[src/rtl/i2c_pkg.sv]
// Shared definitions for the I2C target receiver: FSM state encoding and bus-level constants.
package i2c_pkg;

  typedef enum logic [2:0] {
    ST_IDLE,
    ST_ADDR,
    ST_ADDR_ACK,
    ST_DATA,
    ST_DATA_ACK,
    ST_IGNORE
  } i2c_tgt_state_t;

  localparam logic I2C_ACK      = 1'b0;
  localparam logic I2C_NACK     = 1'b1;
  localparam logic I2C_RW_WRITE = 1'b0;

endpackage

[src/rtl/i2c_line_filter.sv]
// Two-flop synchronizer for one I2C line; with I2C_TARGET_GLITCH_FILTER_EN defined the
// synchronized level must hold FILTER_LEN consecutive samples before the output follows it.
module i2c_line_filter #(
  parameter int FILTER_LEN = 3
) (
  input  logic i_Clk,
  input  logic reset_n,
  input  logic i_line,
  output logic o_level
);

  logic [1:0] sync_q;

  // Idle-high bus: synchronizers come out of reset at 1 so no false START appears.
  always_ff @(posedge i_Clk or negedge reset_n) begin
    if (!reset_n) sync_q <= 2'b11;
    else          sync_q <= {sync_q[0], i_line};
  end

`ifdef I2C_TARGET_GLITCH_FILTER_EN
  localparam int CW = $clog2(FILTER_LEN + 1);

  logic [CW-1:0] cnt_q, cnt_d;
  logic          level_q, level_d;

  always_comb begin
    level_d = level_q;
    cnt_d   = '0;
    if (sync_q[1] != level_q) begin
      if (cnt_q == CW'(FILTER_LEN - 1)) level_d = sync_q[1];
      else                              cnt_d   = cnt_q + 1'b1;
    end
  end

  always_ff @(posedge i_Clk or negedge reset_n) begin
    if (!reset_n) begin
      cnt_q   <= '0;
      level_q <= 1'b1;
    end else begin
      cnt_q   <= cnt_d;
      level_q <= level_d;
    end
  end

  assign o_level = level_q;
`else
  assign o_level = sync_q[1];
`endif

endmodule

[src/rtl/i2c_target_rx.sv]
// I2C target receiver for master writes: START/STOP detect, 7-bit address match, ACK, byte hand-off.
// Optional input glitch filter selected by I2C_TARGET_GLITCH_FILTER_EN.
module i2c_target_rx
  import i2c_pkg::*;
#(
  parameter logic [6:0] ADDR       = 7'h3C,
  parameter int         FILTER_LEN = 3
) (
  input  logic           i_Clk,
  input  logic           reset_n,
  input  logic           i_scl,
  input  logic           i_sda,
  output logic           o_sda_oe,
  output logic [7:0]     o_rx_data,
  output logic           o_rx_valid,
  input  logic           i_rx_ready,
  output logic           o_busy,
  output logic           o_nack_ovr,
  output i2c_tgt_state_t o_dbg_state
);

  // Byte port: o_rx_valid holds until a cycle with o_rx_valid && i_rx_ready, then clears next cycle.

  logic scl_lvl, sda_lvl;
  logic scl_prev_q, sda_prev_q;
  logic scl_rise, scl_fall, start_det, stop_det;

  i2c_line_filter #(.FILTER_LEN(FILTER_LEN)) u_scl_filt (
    .i_Clk   (i_Clk),
    .reset_n (reset_n),
    .i_line  (i_scl),
    .o_level (scl_lvl)
  );

  i2c_line_filter #(.FILTER_LEN(FILTER_LEN)) u_sda_filt (
    .i_Clk   (i_Clk),
    .reset_n (reset_n),
    .i_line  (i_sda),
    .o_level (sda_lvl)
  );

  always_ff @(posedge i_Clk or negedge reset_n) begin
    if (!reset_n) begin
      scl_prev_q <= 1'b1;
      sda_prev_q <= 1'b1;
    end else begin
      scl_prev_q <= scl_lvl;
      sda_prev_q <= sda_lvl;
    end
  end

  assign scl_rise  =  scl_lvl & ~scl_prev_q;
  assign scl_fall  = ~scl_lvl &  scl_prev_q;
  assign start_det =  scl_lvl &  scl_prev_q &  sda_prev_q & ~sda_lvl;
  assign stop_det  =  scl_lvl &  scl_prev_q & ~sda_prev_q &  sda_lvl;

  i2c_tgt_state_t state_q, state_d;
  logic [3:0]     bit_cnt_q, bit_cnt_d;
  logic [7:0]     shift_q, shift_d;
  logic [7:0]     rx_data_q, rx_data_d;
  logic           rx_valid_q, rx_valid_d;
  logic           sda_oe_q, sda_oe_d;
  logic           busy_q, busy_d;
  logic           nack_ovr_q, nack_ovr_d;

  always_comb begin
    state_d    = state_q;
    bit_cnt_d  = bit_cnt_q;
    shift_d    = shift_q;
    rx_data_d  = rx_data_q;
    rx_valid_d = rx_valid_q;
    sda_oe_d   = sda_oe_q;
    busy_d     = busy_q;
    nack_ovr_d = 1'b0;

    if (rx_valid_q && i_rx_ready) rx_valid_d = 1'b0;

    if (stop_det) begin
      state_d  = ST_IDLE;
      sda_oe_d = 1'b0;
      busy_d   = 1'b0;
    end else if (start_det) begin
      // Covers both a fresh START and a repeated START; busy is left as is.
      state_d   = ST_ADDR;
      bit_cnt_d = '0;
      sda_oe_d  = 1'b0;
    end else begin
      case (state_q)
        ST_ADDR, ST_DATA: begin
          if (scl_rise && bit_cnt_q != 4'd8) begin
            shift_d   = {shift_q[6:0], sda_lvl};
            bit_cnt_d = bit_cnt_q + 4'd1;
          end else if (scl_fall && bit_cnt_q == 4'd8) begin
            if (state_q == ST_ADDR) begin
              if (shift_q[7:1] == ADDR && shift_q[0] == I2C_RW_WRITE) begin
                state_d  = ST_ADDR_ACK;
                sda_oe_d = 1'b1;
                busy_d   = 1'b1;
              end else begin
                state_d = ST_IGNORE;
              end
            end else if (!rx_valid_q) begin
              rx_data_d  = shift_q;
              rx_valid_d = 1'b1;
              sda_oe_d   = 1'b1;
              state_d    = ST_DATA_ACK;
            end else begin
              // Consumer still holds the previous byte: refuse this one.
              nack_ovr_d = 1'b1;
              state_d    = ST_IGNORE;
            end
          end
        end
        ST_ADDR_ACK, ST_DATA_ACK: begin
          if (scl_fall) begin
            sda_oe_d  = 1'b0;
            bit_cnt_d = '0;
            state_d   = ST_DATA;
          end
        end
        default: ;
      endcase
    end
  end

  always_ff @(posedge i_Clk or negedge reset_n) begin
    if (!reset_n) begin
      state_q    <= ST_IDLE;
      bit_cnt_q  <= '0;
      shift_q    <= '0;
      rx_data_q  <= '0;
      rx_valid_q <= 1'b0;
      sda_oe_q   <= 1'b0;
      busy_q     <= 1'b0;
      nack_ovr_q <= 1'b0;
    end else begin
      state_q    <= state_d;
      bit_cnt_q  <= bit_cnt_d;
      shift_q    <= shift_d;
      rx_data_q  <= rx_data_d;
      rx_valid_q <= rx_valid_d;
      sda_oe_q   <= sda_oe_d;
      busy_q     <= busy_d;
      nack_ovr_q <= nack_ovr_d;
    end
  end

  assign o_sda_oe    = sda_oe_q;
  assign o_rx_data   = rx_data_q;
  assign o_rx_valid  = rx_valid_q;
  assign o_busy      = busy_q;
  assign o_nack_ovr  = nack_ovr_q;
  assign o_dbg_state = state_q;

endmodule

[config.mk]
export PLATFORM = sky130hd
export DESIGN_NAME = i2c_target_rx
export DESIGN_NICKNAME = d
export VERILOG_FILES = /design/src/rtl/i2c_pkg.sv /design/src/rtl/i2c_line_filter.sv /design/src/rtl/i2c_target_rx.sv
export SDC_FILE = /design/constraint.sdc
export NUM_CORES = 1
export LEC_CHECK = 0
export ABC_AREA = 1
export CAP_MARGIN = 20
export CORE_UTILIZATION = 50
export DETAILED_ROUTE_END_ITERATION = 12
export PLACE_DENSITY = 0.81
export SETUP_SLACK_MARGIN = 0.4
export SLEW_MARGIN = 20
export SYNTH_ARGS = -nofsm -noshare
export SYNTH_HDL_FRONTEND = slang
export SYNTH_HIERARCHICAL = 1
export SYNTH_SLANG_ARGS = --single-unit
[constraint.sdc]
create_clock -name i_Clk -period 1.9 [get_ports i_Clk]
set_clock_uncertainty 0.05 [all_clocks]
set_input_delay 0.38 -clock i_Clk [delete_from_list [all_inputs] [get_ports i_Clk]]
set_output_delay 0.38 -clock i_Clk [all_outputs]
set_load 0.03 [all_outputs]
==> results.cfg, run 1 <==
[power]
pwr-share-clk = 0.201
vdd_ir_drop_max_v = 0.000729
sequential_power_share = 0.342
report.power.total_mw = 2.83
switching_power_mw = 1.14
combinationalPowerShare = 0.457
leakage_nw = 1.02
power_density_mw_per_mm2 = 1270
switching_share = 0.403
p_int_mw = 1.69

[timing]
fmaxAchievable_mhz = 629
timing.slew.headroom = 0.724
timing.final.crit_period_ps = 1590
finalHoldViolCount = 0
grt_setup_unrepaired = true
finalMaxSlewViolations = 0
fin_crit_sh = 0.837
fin_setup_tns_ps = 0
report.final.setup_viol = 0
worst_slew_pin_slew_ps = 414

[routing]
highest_layer = met4
detailroute.wirelength.met3_um = 165
post_drt_wl_per_cell_um = 13.1
vias_per_instance = 5.14
postRouteAntennaNets = 0
drtPass1Iterations = 5
met1Wirelength_um = 1560
met2RoutedLength_um = 1910
route.vias.total = 1443
dr.first_iter.drc_count = 58
total_wirelength_um = 3680
drcViolationCount = 0

[critical_path]
crit_required_ps = 2130
worstSetupStartpoint = sda_prev_q
r2r_slack_ps = 310
critPathMaxFanout = 8
timing.rr.end = o_rx_data[1]
r2r-start = sda_prev_q
worst_setup_path_start_kind = flip-flop
ff2ff_path_depth = 7
criticalPathCategory = flip-flop to flip-flop
worstSetupEndpoint = o_rx_data[1]
crit_arrival_ps = 1820
crit_path_end_kind = flip-flop

[floorplanning]
core_region_area_mm2 = 0.00305
core.rowCount = 20
die_h_um = 58.5
floorplan.initialDensity = 0.523
i_o_pin_count = 20
die_area_mm2 = 0.00342
die_width_um = 58.5

[final_layout]
num_antenna_cells = 0
layout-area-overhead-vs-synth_pct = 39.3
filler_cell_count = 231
final_design_area_no_fill_mm2 = 0.00222
stdcell_count = 281
ff_latch_area_um2 = 837
footprint_of_the_multi_input_gates_um2 = 766
nets = 243
post_route_cells_drive_above_1_share = 0.409

[clock_tree]
cts-buffers-inserted = 5
cts_hold_repair.buffers = 0
clock_sinks = 33
clock-root-buffer = sky130_fd_sc_hd__clkbuf_4
cts_tree = done
cts.path.max_buffers = 2
clock_insertion_delay_worst_skew_ps = 340
cts_max_level = 2
cts.reportedPaths.clkPinSlew_ps = 100

[global_routing]
grt_pass1_wl_um = 5620
globalRouteTotalUtil = 0.226
initial_antenna_violation_count = 0
grt_remaining_overflow = 0
grt_pass1_vias = 1281
grt_start_max_net_pins = 34

[synthesis]
ys_seq_area_frac = 0.522
mappedNetlistNets = 194
post_synth_inst_count = 187
postSynthRegisterBits = 33
yosysWarningCount = 6
syn_area_mm2 = 0.00160
ys_types = 25
synthesis.area_per_instance_um2 = 8.54

[placed_design]
gpl.final_weighted_congestion = 0.891
detailedPlacementHpwl_um = 2080
placement.io_buffers = 19
dpl-instance-area_mm2 = 0.00186
place_inst = 251

[run]
timing.max_cap.violations = 0

[status]
outcome = finished, final reports clean

[min_path]
min-delay-path-class = flip-flop to flip-flop
-- critical path: stages, from the launching register on --
cell and delay (ps):
sky130_fd_sc_hd__dfstp_2 550, sky130_fd_sc_hd__inv_1 50, sky130_fd_sc_hd__nand2_1 90, sky130_fd_sc_hd__nor2_4 70, sky130_fd_sc_hd__nor3_4 250, sky130_fd_sc_hd__buf_6 160, sky130_fd_sc_hd__nand3_4 140, sky130_fd_sc_hd__o21ai_2 160
-- flip-flops by register name, indices dropped and copies added (netlist names) --
| signal | flops |
|---|---|
| o_rx_data | 8 |
| shift_q | 8 |
| bit_cnt_q | 4 |
| o_dbg_state | 3 |
| u_scl_filt/sync_q | 2 |
| u_sda_filt/sync_q | 2 |
| o_busy | 1 |
| o_nack_ovr | 1 |
| o_rx_valid | 1 |
| o_sda_oe | 1 |
| scl_prev_q | 1 |
| sda_prev_q | 1 |
-- worst min-delay path by stage --
stage	startpoint	to	slack [ps]	cells after the start
3_5_place_dp	u_scl_filt/sync_q[0]	u_scl_filt/sync_q[1]	300	0
2_1_floorplan	reset_n	bit_cnt_q[0]	30	0
6_report	u_sda_filt/sync_q[0]	u_sda_filt/sync_q[1]	320	0
3_3_place_gp	u_sda_filt/sync_q[0]	u_sda_filt/sync_q[1]	300	0
4_1_cts	u_sda_filt/sync_q[0]	u_sda_filt/sync_q[1]	310	0
5_1_grt	u_scl_filt/sync_q[0]	u_scl_filt/sync_q[1]	320	0
-- kinds of logic (layout without fill, tap and decap cells) --
logic type                 after synthesis  after routing  synth area share
and+or+nand+nor                         98            100             0.284
DFF                                     33             33             0.522
buffers and inverters                   27             75            0.0690
AOI/OAI and AO/OA                       26             26             0.103
adders and majority gates                2              2            0.0157
xor gates and xnor gates                 1              1           0.00549
-- per-stage QoR --
stage	utilization	worst slack (ps)	hold WS, ps
global placement	0.608	206	295
global route	0.728	211	320
detailed placement	0.608	198	297
finish	0.728	310	315
floorplan	-	325	34.4
CTS	0.695	297	313
-- routing by layer --
| layer | vias up | GRT usage |
|---|---|---|
| met4 | 0 | 0.0918 |
| met3 | 6 | 0.0659 |
| met5 | - | 0 |
| li1 | 701 | - |
| met2 | 38 | 0.381 |
| met1 | 698 | 0.272 |
-- layout by cell type (no fill, tap or decap), drive strengths merged --
cell type      instances
nand2                 59
dfrtp                 27
buf                   26
inv                   25
o21ai                 22
nor2                  18
nand3                 16
clkdlybuf4s15         10
clkbuf                 8
dfstp                  6
nor3                   6
clkdlybuf4s50          4
ha                     2
a21oi                  2
a21boi                 1
or2                    1
a211oi                 1
xor2                   1
bufinv                 1
clkinvlp               1
-- cells in the mapped netlist --
| cell | n | area share |
|---|---|---|
| sky130_fd_sc_hd__a21oi_1 | 2 | 0.0063 |
| sky130_fd_sc_hd__nand2_1 | 55 | 0.13 |
| sky130_fd_sc_hd__nor2_1 | 14 | 0.033 |
| sky130_fd_sc_hd__or2_2 | 1 | 0.0039 |
| sky130_fd_sc_hd__nor3_1 | 5 | 0.016 |
| sky130_fd_sc_hd__nand3_1 | 13 | 0.041 |
| sky130_fd_sc_hd__buf_6 | 1 | 0.0071 |
| sky130_fd_sc_hd__ha_1 | 2 | 0.016 |
| sky130_fd_sc_hd__buf_2 | 1 | 0.0031 |
| sky130_fd_sc_hd__nor2_4 | 2 | 0.014 |
| sky130_fd_sc_hd__o21ai_1 | 1 | 0.0031 |
| sky130_fd_sc_hd__xor2_1 | 1 | 0.0055 |
| sky130_fd_sc_hd__inv_2 | 1 | 0.0023 |
| sky130_fd_sc_hd__a211oi_1 | 1 | 0.0047 |
| sky130_fd_sc_hd__nand2_4 | 1 | 0.0071 |
| sky130_fd_sc_hd__o21ai_2 | 8 | 0.044 |
| sky130_fd_sc_hd__nor2_2 | 2 | 0.0078 |
| sky130_fd_sc_hd__a21boi_0 | 1 | 0.0047 |
| sky130_fd_sc_hd__o21ai_0 | 13 | 0.041 |
| sky130_fd_sc_hd__nor3_4 | 1 | 0.010 |
| sky130_fd_sc_hd__nand2_2 | 3 | 0.012 |
| sky130_fd_sc_hd__nand3_4 | 1 | 0.011 |
| sky130_fd_sc_hd__dfrtp_1 | 27 | 0.42 |
| sky130_fd_sc_hd__inv_1 | 24 | 0.056 |
| sky130_fd_sc_hd__dfstp_2 | 6 | 0.099 |
-- power by group through the flow --
stage | Sequential, mW | Clock [mW] | Combinational [mW]
after floorplan | 1.03 | 0 | 0.584
after CTS | 0.952 | 0.574 | 1.08
after global routing | 0.980 | 0.605 | 1.40
final | 0.967 | 0.569 | 1.29
after detailed placement | 0.977 | 0 | 0.901
after global placement | 0.973 | 0 | 0.883
-- cell type report --
cell class | count | share of cell area
Tap cell | 44 | 0.0248
Timing Repair Buffer | 42 | 0.172
Clock inverter | 2 | 0.0169
Clock buffer | 6 | 0.0231
Inverter | 25 | 0.0422
Sequential cell | 33 | 0.376
Multi-Input combinational cell | 129 | 0.344
-- repair_timing --
item,4_1_cts,5_1_grt
gates cloned,2,0
setup buffers,16,4
resized for setup,61,28
pin swaps,13,11
endpoints found under the setup margin,40,30
Note: power is estimated with default switching activity, not from simulation.
==> run 2, diff against run 1 <==
CORE_UTILIZATION = 49   (was 50)
PLACE_DENSITY = 0.83   (was 0.81)
clock period = 1.4 ns   (was 1.9 ns; I/O delays follow)
==> run 2 against run 1 <==
Compared with the run above: the run now ends with setup timing left; first-iteration DRC count is 22% lower; critical path depth up 1; via count rose by 4.4%; combinational power grew 54%; sequential share of layout area fell by 3.5 points; clock power about the same; die area rose by 2.0%; sequential power increased by 37%; worst hold slack worse by 72 ps; register-to-register slack worse by 590 ps; critical endpoint is now bit_cnt_q[0].
==> results.cfg, run 2 (synthesis gave the netlist of run 1 again) <==
[clock_tree]
cts_hold_repair.buffers = 0
clock_sinks = 33
clock-root-buffer = sky130_fd_sc_hd__clkbuf_4
cts.path.max_buffers = 2
cts.reportedPaths.clkPinSlew_ps = 100
cts-buffers-inserted = 5
cts_tree = done
clock_insertion_delay_worst_skew_ps = 330
cts_max_level = 2

[routing]
postRouteAntennaNets = 0
vias_per_instance = 5.11
drtPass1Iterations = 4
total_wirelength_um = 4160
drcViolationCount = 0
dr.first_iter.drc_count = 45
route.vias.total = 1507
post_drt_wl_per_cell_um = 14.1

[min_path]
min-delay-path-class = input port to async pin

[critical_path]
crit_path_end_kind = flip-flop
worst_setup_path_start_kind = flip-flop
critPathMaxFanout = 4
crit_required_ps = 1590
criticalPathCategory = flip-flop to flip-flop
crit_arrival_ps = 1870

[timing]
report.final.setup_viol = 28
finalHoldViolCount = 0
worst_slew_pin_slew_ps = 303
finalMaxSlewViolations = 0
layout_setup_ws_ps = -279
grt_setup_unrepaired = true
timing.slew.headroom = 0.797
timing.final.crit_period_ps = 1680
fmaxAchievable_mhz = 596
fin_crit_sh = 1.20

[floorplanning]
core.rowCount = 20
die_area_mm2 = 0.00349
die_width_um = 59.1
core_region_area_mm2 = 0.00308
floorplan.initialDensity = 0.519
i_o_pin_count = 20
die_h_um = 59.1

[power]
power_density_mw_per_mm2 = 1580
vdd_ir_drop_max_v = 0.000833
report.power.total_mw = 3.87
leakage_nw = 1.14

[placed_design]
gpl.final_weighted_congestion = 0.949
placement.io_buffers = 19
detailedPlacementHpwl_um = 2410

[final_layout]
post_route_cells_drive_above_1_share = 0.506
mostFrequentLayoutCell = sky130_fd_sc_hd__nand2_1
layout-area-overhead-vs-synth_pct = 53.7
layout_common_cells = sky130_fd_sc_hd__nand2_1 (41), sky130_fd_sc_hd__buf_4 (28), sky130_fd_sc_hd__dfrtp_1 (23)
finish.utilization = 0.797
nets = 257
num_antenna_cells = 0
filler_cell_count = 198

[status]
failed_checks = setup timing
outcome = finished with violations

[global_routing]
grt_pass1_wl_um = 5940
globalRouteTotalUtil = 0.236
initial_antenna_violation_count = 0
grt_pass1_vias = 1325
grt_remaining_overflow = 0
grt_start_max_net_pins = 34

[run]
timing.max_cap.violations = 0
==> run 2: changes by cell type in the layout (fill, tap and decap cells not counted), moves of 4 or more <==
| cell | before | now |
|---|---|---|
| sky130_fd_sc_hd__buf_4 | 16 | 28 |
| sky130_fd_sc_hd__buf_6 | 8 | 20 |
| sky130_fd_sc_hd__clkdlybuf4s15_2 | 10 | 0 |
| sky130_fd_sc_hd__nand2_1 | 48 | 41 |
| sky130_fd_sc_hd__nand2_2 | 9 | 16 |
| sky130_fd_sc_hd__nand3_1 | 12 | 8 |
==> run 2: final cells by class <==
class / count / area, um^2 / share of cell area
tap: 44 / 55.1 / 0.0224
multi-input combinational: 129 / 856 / 0.349
clock buffer: 8 / 58.8 / 0.0240
timing repair buffer: 56 / 544 / 0.222
inverter: 25 / 101 / 0.0413
sequential: 33 / 838 / 0.342
==> run 2: critical path, stage by stage, from the launching register on <==
cell                      delay [ps]
sky130_fd_sc_hd__dfstp_2         620
sky130_fd_sc_hd__nand3_4         110
sky130_fd_sc_hd__nor2_4          180
sky130_fd_sc_hd__buf_6           140
sky130_fd_sc_hd__nor2_2           40
sky130_fd_sc_hd__o21ai_2         180
sky130_fd_sc_hd__nand2_2         110
sky130_fd_sc_hd__nor2_1          100
sky130_fd_sc_hd__nor2_1           50
==> run 2: routing by layer <==
metal	wire, um	global-route usage
met3	136	0.0611
met1	1670	0.298
met4	134	0.0884
met5	0	0
met2	2220	0.391
==> run 2: path summary, 6_finish.rpt <==
check / start / endpoint / slack [ps] / cells past startpoint
worst max register to register: scl_prev_q / bit_cnt_q[0] / -280 / 8
worst min register to register: u_scl_filt/sync_q[0] / u_scl_filt/sync_q[1] / 300 / 0
max in group asynchronous: reset_n / u_sda_filt/sync_q[0] / 790 / 2
worst max-delay path: scl_prev_q / bit_cnt_q[0] / -280 / 8
worst min-delay path: reset_n / bit_cnt_q[2] / 240 / 2
min in group i_Clk: u_scl_filt/sync_q[0] / u_scl_filt/sync_q[1] / 300 / 0
==> run 2: power breakdown <==
group          internal [mW]  switching, mW
Combinational          0.880           1.11
Clock                  0.248          0.319
Sequential              1.14          0.174
Total                   2.27           1.60
==> run 2: stage by stage <==
step | worst slack, ps | instance area [um^2] | cells | hold WS, ps | setup TNS, ps
2_1_floorplan | -175 | 1600 | 187 | -65.6 | -2340
5_1_grt | -367 | 2450 | 295 | 241 | -5930
3_5_place_dp | -216 | 2050 | 276 | 298 | -3450
3_3_place_gp | -198 | 2050 | 276 | 295 | -2770
6_report | -279 | 2450 | 295 | 243 | -3970
4_1_cts | -197 | 2230 | 289 | 249 | -3490
==> run 2: repair_timing <==
| item | 4_1_cts | 5_1_grt |
|---|---|---|
| resized for setup | 88 | 51 |
| pin swaps | 6 | 19 |
| gates cloned | 2 | 0 |
| setup buffers | 3 | 6 |
| endpoints found under the setup margin | 42 | 42 |
